[src/rtl/search_motion.sv]
// Field-sweep drive stage: forward legs alternating with left/right turns, with
// stall detection on the current-sense lines that triggers a back-up and turn.
`timescale 1ns/1ps
module search_motion #(
    parameter int unsigned PWM_PERIOD   = 100,
    parameter int unsigned DUTY_FWD     = 70,
    parameter int unsigned DUTY_TURN    = 50,
    parameter int unsigned FWD_TICKS    = 50000,
    parameter int unsigned TURN_TICKS   = 20000,
    parameter int unsigned BACKUP_TICKS = 15000,
    parameter int unsigned STALL_TICKS  = 1000,
    parameter int unsigned DEAD_TICKS   = 4
) (
    input  logic       clk,
    input  logic       rst_n,
    input  logic       enable_searching,
    input  logic       sense_a,
    input  logic       sense_b,
    output logic       pwm_a,
    output logic       pwm_b,
    output logic       dir_a,
    output logic       dir_b,
    output logic [2:0] state_o,
    output logic       stall_pulse,
    output logic [7:0] leg_count
);

    localparam int unsigned MAX_FT    = (FWD_TICKS > TURN_TICKS) ? FWD_TICKS : TURN_TICKS;
    localparam int unsigned MAX_TICKS = (MAX_FT > BACKUP_TICKS) ? MAX_FT : BACKUP_TICKS;
    localparam int unsigned TW        = $clog2(MAX_TICKS + 1);
    localparam int unsigned PW        = $clog2(PWM_PERIOD);
    localparam int unsigned SW        = $clog2(STALL_TICKS + 1);

    typedef enum logic [2:0] {
        StIdle   = 3'd0,
        StFwd    = 3'd1,
        StTurnL  = 3'd2,
        StTurnR  = 3'd3,
        StBackup = 3'd4
    } state_e;

    state_e          r_state;
    logic [TW-1:0]   r_timer;
    logic [PW-1:0]   r_pwm_cnt;
    logic [SW-1:0]   r_stall_cnt;
    logic            r_turn_sel;
    logic [7:0]      r_leg_count;
    logic            r_pwm;
    logic            r_dir_a;
    logic            r_dir_b;
    logic            r_stall_pulse;

    state_e          w_state_d;
    logic [TW-1:0]   w_timer_d;
    logic [PW-1:0]   w_pwm_cnt_d;
    logic [SW-1:0]   w_stall_cnt_d;
    logic            w_sense;
    logic            w_active;
    logic            w_stall;
    logic            w_leg_inc;
    logic            w_turn_tgl;
    logic            w_turn_state_d;
    logic [31:0]     w_duty_d;
    logic            w_pwm_d;
    state_e          w_turn_target;

    always_comb begin
        w_state_d     = r_state;
        w_timer_d     = r_timer + 1'b1;
        w_pwm_cnt_d   = (r_pwm_cnt == PW'(PWM_PERIOD - 1)) ? '0 : r_pwm_cnt + 1'b1;
        w_stall_cnt_d = '0;
        w_sense       = sense_a | sense_b;
        w_active      = (r_state == StFwd) || (r_state == StTurnL) || (r_state == StTurnR);
        w_stall       = 1'b0;
        w_leg_inc     = 1'b0;
        w_turn_tgl    = 1'b0;
        w_turn_target = r_turn_sel ? StTurnR : StTurnL;

        if (w_active && w_sense) begin
            if (r_stall_cnt == SW'(STALL_TICKS - 1)) begin
                w_stall = 1'b1;
            end else begin
                w_stall_cnt_d = r_stall_cnt + 1'b1;
            end
        end

        case (r_state)
            StIdle: w_state_d = StFwd;
            StFwd: begin
                if (w_stall) begin
                    w_state_d = StBackup;
                end else if (r_timer == TW'(FWD_TICKS - 1)) begin
                    w_state_d = w_turn_target;
                    w_leg_inc = 1'b1;
                end
            end
            StTurnL, StTurnR: begin
                if (w_stall) begin
                    w_state_d = StBackup;
                end else if (r_timer == TW'(TURN_TICKS - 1)) begin
                    w_state_d  = StFwd;
                    w_turn_tgl = 1'b1;
                end
            end
            StBackup: begin
                if (r_timer == TW'(BACKUP_TICKS - 1)) begin
                    w_state_d = w_turn_target;
                end
            end
            default: w_state_d = StIdle;
        endcase

        // Disable overrides every other transition, including a same-cycle stall.
        if (!enable_searching) begin
            w_state_d  = StIdle;
            w_stall    = 1'b0;
            w_leg_inc  = 1'b0;
            w_turn_tgl = 1'b0;
        end

        if ((w_state_d != r_state) || (w_state_d == StIdle)) begin
            w_timer_d     = '0;
            w_pwm_cnt_d   = '0;
            w_stall_cnt_d = '0;
        end

        w_turn_state_d = (w_state_d == StTurnL) || (w_state_d == StTurnR);
        w_duty_d       = w_turn_state_d ? DUTY_TURN : DUTY_FWD;
        w_pwm_d        = (w_state_d != StIdle) && (32'(w_timer_d) >= DEAD_TICKS)
                         && (32'(w_pwm_cnt_d) < w_duty_d);
    end

    // Outputs are registered from next-state values so they align with r_state.
    always_ff @(posedge clk or negedge rst_n) begin
        if (!rst_n) begin
            r_state       <= StIdle;
            r_timer       <= '0;
            r_pwm_cnt     <= '0;
            r_stall_cnt   <= '0;
            r_turn_sel    <= 1'b0;
            r_leg_count   <= 8'd0;
            r_pwm         <= 1'b0;
            r_dir_a       <= 1'b0;
            r_dir_b       <= 1'b0;
            r_stall_pulse <= 1'b0;
        end else begin
            r_state       <= w_state_d;
            r_timer       <= w_timer_d;
            r_pwm_cnt     <= w_pwm_cnt_d;
            r_stall_cnt   <= w_stall_cnt_d;
            r_turn_sel    <= r_turn_sel ^ w_turn_tgl;
            r_leg_count   <= r_leg_count + {7'd0, w_leg_inc};
            r_pwm         <= w_pwm_d;
            r_dir_a       <= (w_state_d == StFwd) || (w_state_d == StTurnR);
            r_dir_b       <= (w_state_d == StFwd) || (w_state_d == StTurnL);
            r_stall_pulse <= w_stall;
        end
    end

    assign pwm_a       = r_pwm;
    assign pwm_b       = r_pwm;
    assign dir_a       = r_dir_a;
    assign dir_b       = r_dir_b;
    assign state_o     = r_state;
    assign stall_pulse = r_stall_pulse;
    assign leg_count   = r_leg_count;

endmodule

[config.mk]
export PLATFORM = sky130hd
export DESIGN_NAME = search_motion
export DESIGN_NICKNAME = d
export VERILOG_FILES = /design/src/rtl/search_motion.sv
export SDC_FILE = /design/constraint.sdc
export NUM_CORES = 1
export LEC_CHECK = 0
export CORE_AREA = 3 3 98 53
export DETAILED_ROUTE_END_ITERATION = 8
export DIE_AREA = 0 0 101 56
export HOLD_SLACK_MARGIN = 0.03
export PLACE_DENSITY = 0.83
export SYNTH_ARGS = -nofsm -noshare
export SYNTH_HDL_FRONTEND = slang
export SYNTH_SLANG_ARGS = --single-unit
[constraint.sdc]
create_clock -name clk -period 7.75 [get_ports clk]
set_clock_uncertainty 0.1 [all_clocks]
set_input_delay 2.325 -clock clk [delete_from_list [all_inputs] [get_ports clk]]
set_output_delay 2.325 -clock clk [all_outputs]
set_load 0.01 [all_outputs]
# Word-level counts from Yosys, hierarchy flattened
# Index checks and enable logic that the tools add are counted.
# totals
regBits	49
inputBits	5
output_inout_bits	16
elab_cells	70
# op_classes
add_sub_neg	4
magnitude_cmp	2
n_eq_ne	13
muxes	26
bitwise_logic	2
n_reduce_logical	13
# ops
cell	count
10-bit 2-to-1 mux	3
7-bit 2-to-1 mux	3
3-bit 2-to-1 mux	6
16-bit by 1-bit adder with 16-bit output, second input constant	1
16-bit by 14-bit equality test with 1-bit output, second input constant	1
16-bit by 15-bit equality test with 1-bit output, second input constant	1
16-bit equality test, second input constant	1
16-bit by 3-bit >= comparator with 1-bit output, second input constant	1
16-bit 2-to-1 mux	1
3-bit by 2-bit equality test with 1-bit output, second input constant	4
1-bit 2-to-1 mux	12
3-bit one-hot mux with 4 select lines	1
10-bit by 1-bit adder with 10-bit output, second input constant	1
10-bit equality test, second input constant	1
8-bit by 1-bit adder with 8-bit output	1
7-bit by 1-bit adder with 7-bit output, second input constant	1
7-bit equality test, second input constant	1
7-bit less-than comparator	1
3-bit by 1-bit equality test with 1-bit output, second input constant	2
3-bit zero test	2
1-bit logical OR	6
3-bit equality test, second input constant	1
1-bit logical AND	3
3-bit != test	1
other kinds (4)	4

# Longest topological paths before layout
# Gate-level depths: netlist of the first run.
# logic_depth
word_depth	14
mapped_depth	14
depth_no_buf	13

# Worst setup path before layout of the first run
# Ideal clock, no wire load.
# synth_timing
path_kind	input-to-reg
start	input sense_b
end	register r_pwm (netlist: pwm_a)
setup_time_ns	0.094
arrival_ns	4.613
required_ns	7.556
setup_slack_ns	2.943
path_stages	13
path_buffers	1
path_cell_list	nor2_1 nor4_2 a21oi_1 a221oi_1 o32ai_4 buf_6 nor3_1 ha_1 a21oi_1 nand2_1 a211oi_1 o21ai_0 a211oi_1
# synth_via
elab_cells_between_ends	21
classes_between	order compare: 2; eq/ne: 3; mux: 8; bitwise: 1; reduce/logical: 7
# synth_lines
item	line_no	rtl
start: declaration	18	input logic sense_b,
1-bit OR (*)	72	w_sense = sense_a | sense_b;
1-bit logical AND (*)	79	if (w_active && w_sense) begin
1-bit 2-to-1 mux (*)	79	
3-bit 2-to-1 mux, on equally long branches	98, 90	
3-bit one-hot mux with 4 select lines (*)	87	case (r_state)
3-bit 2-to-1 mux (*)	114	if (!enable_searching) begin
3-bit != test or 3-bit zero test (tied branches)	121	if ((w_state_d != r_state) || (w_state_d == StIdle)) begin
1-bit logical OR (*)	121	
7-bit 2-to-1 mux (*)	121	
via w_pwm_cnt_d[2]	55	logic [PW-1:0] w_pwm_cnt_d;
7-bit less-than comparator (*)	130	&& (32'(w_pwm_cnt_d) < w_duty_d);
1-bit logical AND (*)	130	
via w_pwm_d	64	logic w_pwm_d;
end signal: assignment	153	r_pwm <= w_pwm_d;
end: declaration	48	logic r_pwm;
# The timed path passes the listed nets; every way through them passes the cells marked *.

# Final worst setup path of the first run
# Ends and elaborated chain as after synthesis.

==> reports/qor.yml, run 1 <==
path_clk_slew_ns: 0.08
critPathSlowestCell: "a211oi_1"
crit_path_capture_type: "flop"
run_status: "finished, final reports clean"
layout_min_cycle_time_ns: 5.218
ctsLongestPathBuffers: 2
power_density_mw_per_mm2: 150.2
chipHeight_um: 56
numClockSinks: 49
portBuffers: 20
drt_first_iter_violations: 104
tightest_slew_ns: 1.068
effective_utilization_at_floorplan: 0.6225
irDropWorstVdd_mv: 0.07349
syn_to_final_growth_pct: 9.633
r2r_cells: 13
grt_overflow: 0
synth_enable_flop_cells: 0
detailedPlacementHpwl_um: 3981
timing.reg2reg.setup_slack_ns: 3.97
slew_headroom: 0.2882
final_net_count: 308
dieWidth_um: 101
post_cts_resize_count: 0
ys_async_sr_fraction: 1.000
synth.yosys.seq_area_share: 0.4495
cts_hold_buf: 0
post_syn_area_mm2: 0.002728
drt-total-wl_um: 5533
drive_above_1_share: 0.05763
post_drt_via_cell_ratio: 5.943
track_usage: 0.2113
synth.net_count: 296
synth-main-ff-cell: "dfrtp_1"
antenna_left: 0
rsz_0062_raised_after_global_routing: "no"
cells_after_synth: 282
path_cells: "clkdlybuf4s50_1 > nor2_1 > nor4_2 > a211oi_1 > o21a_1 > o32ai_4 > nor3_1 > ha_1 > a21oi_1 > nand2_1 > a211oi_1 > o21ai_0 > a211oi_1"
crit_fanout: 5
critical_path.n_buffers_inverters: 1
grt_pass1_wl_um: 9639
cts_made_buffers: 5
routed-via-count: 2092
placed_cells_incl_taps: 344
grt_antenna_before_repair: 0
arrival_time_of_the_worst_setup_path_ns: 5.33
timing.final.setup_violations: 0
crit_required_ns: 7.86
cp_launch_type: "input port"
tritoncts: "yes"
number_of_antenna_repair_diodes: 0
timing.setup.tns_ns: 0
die_area_mm2: 0.005656
floorplan.rows: 17
worstSkewPairLatency_ns: 0.31
power.static_leakage_nw: 1.208
max_slew_vio_count: 0
cts_htree_levels: 2
layout.cells.non_filler: 352
final_core_utilization: 0.6825
min-delay-path-class: "flop to flop"
fmax_mhz: 191.6
yosysWarningCount: 0
max_cap_viol_count: 0
worst_hold_path.endpoint: "r_timer[0]"
hold_violations: 0
cts-root-buf: "clkbuf_8"
critical_path_class: "input port to flop"
ios: 21
first_global_vias: 2022
worstHoldStart: "r_timer[0]"
grt_start_max_net_pins: 50
fp.coreArea_mm2: 0.004382
reg2reg_to: "pwm_a"
rr_startpoint: "r_stall_cnt[0]"
post_drt_wl_per_cell_um: 15.72
post_cts.repair.setup_buffers: 0
timing.final.crit_share: 0.6733
drt-pass1-iter-count: 4
avgSynthCellArea_um2: 9.672
remaining_drc_errors: 0
crit_path_max_incr_delay_ns: 0.57
cpMostUsedCell: "a211oi_1"
synth_cell_type_count: 46
critPathTopFamily: "compound AO/OA/AOI/OAI gates"
gpl.final_weighted_congestion: 0.8428
min_path_cells: 1
post_synthesis_sequential_element_count: 49
synthesized netlist by cell type (4+ instances only):
| cell type | n | area, um2 |
|---|---|---|
| clkbuf_1 | 6 | 22.52 |
| nor4_1 | 8 | 50.05 |
| nor3_1 | 20 | 100.1 |
| nand3_1 | 21 | 105.1 |
| dfrtp_1 | 49 | 1226 |
| buf_2 | 4 | 20.02 |
| a211oi_1 | 4 | 30.03 |
| nand2_1 | 18 | 67.56 |
| inv_1 | 6 | 22.52 |
| nor2_1 | 38 | 142.6 |
| ha_1 | 9 | 112.6 |
| buf_6 | 4 | 45.04 |
| xor2_1 | 19 | 166.4 |
| a21oi_1 | 6 | 30.03 |
| xnor2_1 | 22 | 192.7 |
flip-flops by register name, indices dropped and copies added (netlist names), 3 cells and up:
register,count
state_o,3
leg_count,8
r_stall_cnt,10
r_pwm_cnt,7
r_timer,16
metal layers:
layer  global-route usage  part of all wire  vias to the layer above
met4              0.06061             0.011                        0
li1                     -                 -                     1008
met3              0.03880             0.043                        9
met2               0.3527              0.48                       48
met1               0.2813              0.46                     1027
met5                    0                 0                        -
per-stage QoR:
stage	hold WS (ns)	setup slack, ns	cell area (um2)	total power, W
floorplan	0.3288	2.943	2728	0.0002888
global placement	0.3502	2.490	2903	0.0003020
detailed placement	0.3606	2.278	2903	0.0003032
CTS	0.3735	2.581	2990	0.0004533
global route	0.4054	2.265	2990	0.0004692
finish	0.3672	2.532	2990	0.0004492
where the power goes:
part | switching (W) | internal (W) | leakage, nW
sequential | 0.00000338 | 0.000260 | 0.677
clock | 0.0000876 | 0.0000637 | 0.0374
combinational | 0.0000223 | 0.0000124 | 0.494
worst max path at each step:
stage | startpoint | to | cells after the start
finish | sense_b | pwm_a | 13
global route | sense_b | pwm_a | 13
CTS | sense_b | pwm_a | 13
detailed placement | sense_b | pwm_a | 13
global placement | sense_b | pwm_a | 13
floorplan | sense_b | pwm_a | 13
cell usage in the layout, fill, tap and decap left out, drive strengths merged, types with 3 or more instances in the layout:
master,instances
xnor2,22
ha,9
dfrtp,49
a211oi,4
nor4,11
and3,3
xor2,19
clkbuf,6
nor3,20
nand2b,3
or4b,3
o21ai,4
a31oi,3
a21oi,6
inv,7
nand3,21
nand2,18
clkdlybuf4s50,19
nand4,3
nor2,38
layout make-up:
cell class	count	area [um2]
Multi-Input combinational cell	210	1376
Fill cell	336	1391
Timing Repair Buffer	21	202.7
Tap cell	57	71.32
Inverter	7	26.28
Clock inverter	2	15.01
Sequential cell	49	1226
Clock buffer	6	72.57
logic make-up (layout without fill, tap and decap cells):
family,Yosys count,in the layout,share of synthesized area
AOI/OAI and AO/OA,27,27,0.07753
xor gates and xnor gates,41,41,0.1316
adders and majority gates,9,9,0.04129
buffers and inverters,23,36,0.04587
DFF,49,49,0.4495
and+or+nand+nor,133,133,0.2541
Note: power is estimated with default switching activity, not from simulation.
==> run 2: changes to the inputs <==
CORE_AREA = 3 3 101 55   (was 3 3 98 53)
DIE_AREA = 0 0 104 58   (was 0 0 101 56)
PLACE_DENSITY = 0.78   (was 0.83)
clock period = 4.9 ns   (was 7.75 ns; I/O delays follow)
==> reports/qor.yml, run 2 (synthesized netlist as in run 1, its figures left out) <==
critical_path_class: "input port to flop"
crit_required_ns: 5.02
hold_violations: 0
rr_startpoint: "r_stall_cnt[0]"
placed_cells_incl_taps: 358
post_drt_via_cell_ratio: 5.587
r2r_cells: 13
ios: 21
max_slew_vio_count: 0
numClockSinks: 49
min-delay-path-class: "flop to flop"
dieWidth_um: 104
floorplan.rows: 18
cts_made_buffers: 5
reg2reg_to: "pwm_a"
ctsLongestPathBuffers: 2
drive_above_1_share: 0.06081
path_clk_slew_ns: 0.09
gpl.final_weighted_congestion: 0.9082
cts_hold_buf: 0
fmax_mhz: 230.6
grt_antenna_before_repair: 0
tritoncts: "yes"
slew_headroom: 0.3010
layout.cells.most_common_list: "dfrtp_1, nor2_1, xnor2_1"
leading_cell_type_in_the_layout_fill_and_taps_excluded: "dfrtp_1"
layout_min_cycle_time_ns: 4.336
track_usage: 0.2019
timing.final.crit_share: 0.8849
effective_utilization_at_floorplan: 0.5713
worstSkewPairLatency_ns: 0.32
critPathCapture: "pwm_a"
grt_overflow: 0
grt_start_max_net_pins: 50
drt_first_iter_violations: 120
drt-total-wl_um: 5608
tightest_slew_ns: 1.049
routed-via-count: 2045
most_flops_register: "r_timer"
timing.reg2reg.setup_slack_ns: 1.14
antenna_left: 0
crit_path_capture_type: "flop"
cts-root-buf: "clkbuf_8"
fp.coreArea_mm2: 0.004775
layout.cells.non_filler: 366
irDropWorstVdd_mv: 0.1383
number_of_antenna_repair_diodes: 0
remaining_drc_errors: 0
preCtsSetupSlack_ns: 0.2550
drt-pass1-iter-count: 5
finalWorstSetupSlack_ns: 0.5640
grt_pass1_wl_um: 9632
portBuffers: 20
largest_register_ff_count: 16
first_global_vias: 1817
cp_launch_type: "input port"
rsz_0062_raised_after_global_routing: "no"
die_area_mm2: 0.006032
syn_to_final_growth_pct: 10.46
power_density_mw_per_mm2: 238.2
post_cts.repair.setup_buffers: 0
power.static_leakage_nw: 1.221
arrival_time_of_the_worst_setup_path_ns: 4.46
chipHeight_um: 58
max_cap_viol_count: 0
setup.worst_path.start: "sense_b"
timing.setup.tns_ns: 0
final_net_count: 309
timing.final.setup_violations: 0
crit_fanout: 4
detailedPlacementHpwl_um: 4076
post_drt_wl_per_cell_um: 15.32
run_status: "finished, final reports clean"
final_core_utilization: 0.6310
cts_htree_levels: 2
post_cts_resize_count: 0
[run 2: cell types whose count changed in the layout (fill, tap and decap cells not counted)]
cell	change
clkinvlp_4	-2
inv_6	+1
clkinv_2	+1
buf_4	+1
[run 2: where the power goes]
part / switching (W) / leakage [nW] / total (W) / internal (W)
logic: 0.0000362 / 0.499 / 0.0000564 / 0.0000201
registers: 0.00000569 / 0.677 / 0.000417 / 0.000411
clock network: 0.000143 / 0.0456 / 0.000245 / 0.000102
[run 2: final cells by class]
class | instances | area (um2)
clock inverter | 2 | 13.76
fill | 406 | 1762
tap | 70 | 87.58
sequential | 49 | 1226
clock buffer | 6 | 72.57
multi-input combinational | 210 | 1376
inverter | 7 | 26.28
timing repair buffer | 22 | 210.2
[run 2: worst min-delay path by stage]
stage               startpoint    endpoint  slack [ns]  depth (start not counted)
floorplan           r_timer[0]  r_timer[0]        0.33                          1
global placement    r_timer[0]  r_timer[0]        0.35                          1
detailed placement  r_timer[0]  r_timer[0]        0.36                          1
CTS                 r_timer[0]  r_timer[0]        0.37                          1
global route        r_timer[0]  r_timer[0]        0.39                          1
finish              r_timer[0]  r_timer[0]        0.36                          1
[run 2: metrics by stage]
step                hold WS [ns]  instance area [um2]  power [W]
finish                    0.3628                 3013  0.0007176
global route              0.3863                 3013  0.0007491
floorplan                 0.3288                 2728  0.0004568
detailed placement        0.3593                 2927  0.0004817
CTS                       0.3717                 3013  0.0007245
global placement          0.3491                 2927  0.0004811
[run 2: worst max-delay path, cell delays in order]
cell,delay (ns)
clkdlybuf4s50_1,0.45
nor2_1,0.05
nor4_2,0.30
a21oi_1,0.18
a221oi_1,0.47
o32ai_4,0.16
nor3_1,0.34
ha_1,0.29
a21oi_1,0.12
nand2_1,0.07
a211oi_1,0.22
o21ai_0,0.12
a211oi_1,0.20
[run 2: metal layers]
| layer | GRT usage | vias up | share of wire |
|---|---|---|---|
| met4 | 0.05114 | 0 | 0.010 |
| met5 | 0 | - | 0 |
| met2 | 0.2576 | 49 | 0.38 |
| met1 | 0.3367 | 982 | 0.55 |
| li1 | - | 1005 | - |
| met3 | 0.04227 | 9 | 0.058 |
